==> config.mk <==
export PLATFORM = sky130hd
export DESIGN_NAME = adder_arbiter_flat
export DESIGN_NICKNAME = d
export VERILOG_FILES = /design/src/rtl/adder_arbiter_if.sv /design/src/rtl/adder_arbiter.sv /design/src/flat_wrapper.sv
export SDC_FILE = /design/constraint.sdc
export NUM_CORES = 1
export LEC_CHECK = 0
export ABC_AREA = 1
export CORE_MARGIN = 3
export CORE_UTILIZATION = 49
export CTS_BUF_LIST = sky130_fd_sc_hd__clkbuf_8
export CTS_CLUSTER_DIAMETER = 200
export DETAILED_ROUTE_END_ITERATION = 7
export GPL_TIMING_DRIVEN = 0
export PLACE_DENSITY_LB_ADDON = 0.3
export SYNTH_ARGS = -nofsm -noshare
export SYNTH_HDL_FRONTEND = slang
export SYNTH_SLANG_ARGS = --single-unit
==> constraint.sdc <==
create_clock -name clk -period 1.75 [get_ports clk]
set_input_delay 0.35 -clock clk [delete_from_list [all_inputs] [get_ports clk]]
set_output_delay 0.35 -clock clk [all_outputs]
set_load 0.01 [all_outputs]
==> src/rtl/adder_arbiter_if.sv <==
// Client-side bus of adder_arbiter: two req/ack clients sharing one adder,
// plus the arbiter status outputs.
interface adder_arbiter_if;
  logic       req0, req1;
  logic [3:0] a0, b0, a1, b1;
  logic       ack0, ack1;
  logic [4:0] sum0, sum1;
  logic       busy;
  logic       gnt;

  modport master (output req0, a0, b0, req1, a1, b1,
                  input  ack0, sum0, ack1, sum1, busy, gnt);
  modport slave  (input  req0, a0, b0, req1, a1, b1,
                  output ack0, sum0, ack1, sum1, busy, gnt);
endinterface

==> src/rtl/adder_arbiter.sv <==
// Two-client req/ack arbiter in front of one shared combinational adder.
// Operands are registered at grant so the adder only sees stable inputs.
module adder (
  input  logic [3:0] a,
  input  logic [3:0] b,
  output logic [4:0] c
);
  assign c = {1'b0, a} + {1'b0, b};
endmodule

module adder_arbiter #(
  parameter int RR_EN = 1
) (
  input  logic            clk,
  input  logic            rst_n,
  adder_arbiter_if.slave  bus
);
  localparam int NUM_CLI = 2;

  typedef enum logic [1:0] {IDLE, ADD, HOLD} state_e;

  state_e                       state_q, state_d;
  logic [3:0]                   opa_q, opa_d, opb_q, opb_d;
  logic                         gnt_q, gnt_d, last_q, last_d;
  logic [NUM_CLI-1:0]           ack_q, ack_d;
  logic [NUM_CLI-1:0][4:0]      sum_q, sum_d;

  logic [NUM_CLI-1:0]           req;
  logic [NUM_CLI-1:0][3:0]      a, b;
  logic [4:0]                   c;
  logic                         win;

  assign req = {bus.req1, bus.req0};
  assign a   = {bus.a1, bus.a0};
  assign b   = {bus.b1, bus.b0};

  adder u_adder (.a(opa_q), .b(opb_q), .c(c));

  // Tie goes to the client not served last (RR) or to client 0 (fixed).
  always_comb begin
    win = req[1];
    if (req == 2'b11) win = (RR_EN != 0) ? ~last_q : 1'b0;
  end

  always_comb begin
    state_d = state_q;
    opa_d   = opa_q;
    opb_d   = opb_q;
    gnt_d   = gnt_q;
    last_d  = last_q;
    ack_d   = ack_q;
    sum_d   = sum_q;
    case (state_q)
      IDLE: if (|req) begin
        state_d = ADD;
        opa_d   = a[win];
        opb_d   = b[win];
        gnt_d   = win;
      end
      ADD: begin
        sum_d[gnt_q] = c;
        ack_d[gnt_q] = 1'b1;
        state_d      = HOLD;
      end
      HOLD: if (!req[gnt_q]) begin
        ack_d[gnt_q] = 1'b0;
        last_d       = gnt_q;
        state_d      = IDLE;
      end
      default: state_d = IDLE;
    endcase
  end

  always_ff @(posedge clk or negedge rst_n) begin
    if (!rst_n) begin
      state_q <= IDLE;
      opa_q   <= '0;
      opb_q   <= '0;
      gnt_q   <= 1'b0;
      last_q  <= 1'b1;
      ack_q   <= '0;
      sum_q   <= '0;
    end else begin
      state_q <= state_d;
      opa_q   <= opa_d;
      opb_q   <= opb_d;
      gnt_q   <= gnt_d;
      last_q  <= last_d;
      ack_q   <= ack_d;
      sum_q   <= sum_d;
    end
  end

  assign bus.ack0 = ack_q[0];
  assign bus.ack1 = ack_q[1];
  assign bus.sum0 = sum_q[0];
  assign bus.sum1 = sum_q[1];
  assign bus.busy = (state_q != IDLE);
  assign bus.gnt  = gnt_q;
endmodule

==> src/flat_wrapper.sv <==
// flat-port wrapper written by rule: the top's interface ports become plain ports
module adder_arbiter_flat 
#(
  parameter int RR_EN = 1
)
  (clk, rst_n, bus_req0, bus_a0, bus_b0, bus_req1, bus_a1, bus_b1, bus_ack0, bus_sum0, bus_ack1, bus_sum1, bus_busy, bus_gnt);
  adder_arbiter_if bus_i ();
  input  logic clk;
  input  logic rst_n;
  input wire logic [$bits(bus_i.req0)-1:0] bus_req0;
  input wire logic [$bits(bus_i.a0)-1:0] bus_a0;
  input wire logic [$bits(bus_i.b0)-1:0] bus_b0;
  input wire logic [$bits(bus_i.req1)-1:0] bus_req1;
  input wire logic [$bits(bus_i.a1)-1:0] bus_a1;
  input wire logic [$bits(bus_i.b1)-1:0] bus_b1;
  output wire logic [$bits(bus_i.ack0)-1:0] bus_ack0;
  output wire logic [$bits(bus_i.sum0)-1:0] bus_sum0;
  output wire logic [$bits(bus_i.ack1)-1:0] bus_ack1;
  output wire logic [$bits(bus_i.sum1)-1:0] bus_sum1;
  output wire logic [$bits(bus_i.busy)-1:0] bus_busy;
  output wire logic [$bits(bus_i.gnt)-1:0] bus_gnt;
  assign bus_i.req0 = bus_req0;
  assign bus_i.a0 = bus_a0;
  assign bus_i.b0 = bus_b0;
  assign bus_i.req1 = bus_req1;
  assign bus_i.a1 = bus_a1;
  assign bus_i.b1 = bus_b1;
  assign bus_ack0 = bus_i.ack0;
  assign bus_sum0 = bus_i.sum0;
  assign bus_ack1 = bus_i.ack1;
  assign bus_sum1 = bus_i.sum1;
  assign bus_busy = bus_i.busy;
  assign bus_gnt = bus_i.gnt;
  adder_arbiter #(.RR_EN(RR_EN)) u_core (.clk(clk), .rst_n(rst_n), .bus(bus_i));
endmodule
==> impl_results.md <==
* Synth warn at 0
* Gate Count Post-Synth at 152
* Detailed router's first-iteration violation count at 40
* Vias/cell at around 5.2
* Final worst-path cycle share at a little over nine tenths
* Mapped Nets at ~180
* Crit-path cells: clkdlybuf4s50_1
* Yosys reg bits at 24
* CTS root buf: clkbuf_8
* Hold Path Depth at 2
* Die ar. at ~3200 sq um
* Largest net degree at the start of global routing at 25
* DIE HEIGHT at about 57 microns
* Rows at 17
* Cts hold-fix bufs at 0
* Crit Reg-Reg Startpoint: u_core.opb_q[0]
* Setup Skew at about 4.2 ps
* Switching Share at a little over two fifths
* Slowest cell on crit path: clkdlybuf4s50_1
* Most common cell in the netlist: nand2_1
* Post-layout worst setup margin at approximately 66 ps
* Synth top cells by count: nand2_1 (53), dfrtp_1 (23), inv_1 (23)
* Power share of the clock group at between 10% and 20%
* Max capacitance violation total at 0
* Clock Latency Late Sink at approximately 260 ps
* Initial antenna violation count at 0
* Total negative slack at 0 ps
* Wirelength, routed at 2751 microns
* Worst path required time at approximately 1400 ps
* Syn avg cell area at 8.380 sq um
* Crit end category: output pin
* Post-synth EDFFs at 0
* Async SR Flop Fraction at 100.0%
* Reg2Reg Depth at 5
* Startpoint types: register
* Placer congestion estimate at between 0.7 and 0.8
* Final ANT Viol Nets at 0
* Slew headroom at roughly 31%
* Combinational fraction of design power at roughly 56%
* Final Cell Area at 1692 sq um
* Final setup fails at 0
* I/O pin cnt at 34
* Leading area contributor after synthesis: dfrtp_1
* First-pass GRT wire length at 4705 microns
* Gr usage total at between 10% and 20%
* RR Endpoint: u_core.bus.sum1[4]
* WS Path Type: reg -> out
* VDD IR max at approximately 0.00099 V
* Sw power at 1.269 mW
* CTS max path bufs at 2
* # DRC at 0
* Power Internal at about 1.8 mW
* H-tree levels at 1
* Area grow syn2layout at 32.81%
* Sequential share of power at around a third
* Pre-CTS setup slack at about 2.5 ps
* Grt ovf at 0
* Vias at approximately 1100
* Vias in the first global route at about 1200
* Min-delay worst type: reg -> reg
* Post-synth top flop: dfrtp_1
* Leak at ~0.87 nW
* Post-synth top area share at a little under half
* Worst Tran Pin Value at ~1000 ps
* Core Area at approximately 2300 sq um
* Die width at about 57 microns
* Fmax at between 0.5 and 0.6 GHz
* Sequential fraction of the synthesis area at between 40% and 50%
* Synth top area cells: dfrtp_1 (45%), nand2_1 (16%), ha_1 (8.8%), inv_1 (6.8%), o211ai_1 (4.7%)
* Util after Layout at 72.30%
* Clock net sink count at 24
* Netlist cell types at 20
* Clock buffer count from CTS at 3
* N_diodes at 0
* Area of the multi-input gates at 570.5 sq um
* CP arrival at 1330 ps
* Placed instance area at between 1500 and 2000 sq um
* Port buffer count at 33
* Router iterations before antenna repair at 5
* Final hold vios at 0
* Layout cells sized above 1 at roughly 7.4%
* Largest delay share family, worst path: buffers and inverters
* R2R Setup Slk at between 150 and 200 ps
* Clock-pin slew on the worst setup and hold paths at roughly 80 ps
* CTS tree: built
* Crit path time final at about 1700 ps
* Initial Util at a little over half
* Drt wl/cell at 12.62 microns
* CP bufs+invs at 1
* Status: finished, final reports clean
* Mapped Area at roughly 1300 sq um
* Worst Path Max Fanout at 7
* Final-report max-slew violation count at 0
* Total area of sequential cells at approximately 600 sq um
* Crit path largest cell delay at between 500 and 600 ps
* Filler instances at 185
* Post-layout nets at 221
* RSZ-0062 raised after global routing: no
* Post-DP HPWL at 2115 microns
* PwrDens at between 1500 and 2000 nW/um^2
[cell families after synthesis]
| kind of cell | count (synthesis) | synth area share, % |
|---|---|---|
| AND/OR/NAND/NOR | 70 | 22.79 |
| buffers and inverters | 26 | 7.957 |
| flip-flops | 24 | 47.25 |
| AO/OA/AOI/OAI | 21 | 10.90 |
| adder cells (fa/ha/maj) | 10 | 10.41 |
| XOR/XNOR | 1 | 0.6877 |
[flip-flops by register name (all words and copies together), names as in the netlist, named ones only]
name,flops
u_core.bus.gnt,1
u_core.bus.sum0,5
u_core.bus.sum1,5
u_core.last_q,1
u_core.opa_q,4
u_core.opb_q,4
u_core.state_q,2
[per-stage QoR]
stage	hold WS [ps]	instances	total power, mW
floorplan	54.41	152	2.012
global placement	453.3	213	2.540
detailed placement	467.8	213	2.654
CTS	487.7	218	3.020
global route	514.9	218	3.282
finish	483.0	218	3.021
[area by class of cell]
class	count	area share, %
plain buffers	1	0.4438
clock buffers	3	2.441
clock inverters	1	0.2219
inverters	25	5.547
multi-input cells	102	33.73
flip-flops and latches	24	35.58
well taps	28	2.071
repair buffers	34	19.97
[worst register-to-register path: cells and delay by family, from the launching register on]
family	cells	cell delay [ps]
adder cells (fa/ha/maj)	2	660
flip-flops	1	370
AND/OR/NAND/NOR	1	200
AO/OA/AOI/OAI	1	190
buffers and inverters	1	70
[timing repair]
action | 4_1_cts | 5_1_grt
endpoints found under the setup margin | 1 | 1
gates resized for setup | 1 | 3
setup buffers | 1 | 0
hold endpoints to repair | 0 | 0
[layout by cell type (no fill, tap or decap), drive strengths merged]
cell,n
nand3,11
buf,2
a21oi,2
ha,9
inv,26
nor2,3
nand3b,1
a31oi,2
nand2,55
dfstp,1
dfrtp,23
fa,1
o21ai,9
clkdlybuf4s50,32
clkdlybuf4s15,1
clkbuf,3
o211ai,8
xor2,1
[how the worst max path moves through the flow]
stage / cells past startpoint / end / slack [ps] / start
after floorplan: 5 / u_core.bus.sum0[4] / 380 / u_core.opb_q[0]
after global placement: 4 / bus_busy / 20 / u_core.state_q[0]
after detailed placement: 4 / bus_busy / 2 / u_core.state_q[0]
after CTS: 4 / bus_busy / 5 / u_core.state_q[1]
after global routing: 1 / bus_gnt / 10 / u_core.bus.gnt
final: 1 / bus_gnt / 70 / u_core.bus.gnt
[metal layers]
metal  track usage (%)  vias up  part of all wire [%]
met5                 0        -                     0
met4             6.954        0                   1.3
met3             3.167        4                   7.1
met2             34.09       48                    50
met1             20.17      524                    41
li1                  -      558                     -
[power groups by stage]
stage	combinational, mW	sequential, mW	clock, mW
final	1.68	1.03	0.315
after detailed placement	1.62	1.04	0
after global placement	1.52	1.02	0
after CTS	1.67	1.02	0.322
after floorplan	0.941	1.07	0
after global routing	1.87	1.06	0.348
No activity file was read; power rests on OpenSTA's default activity.
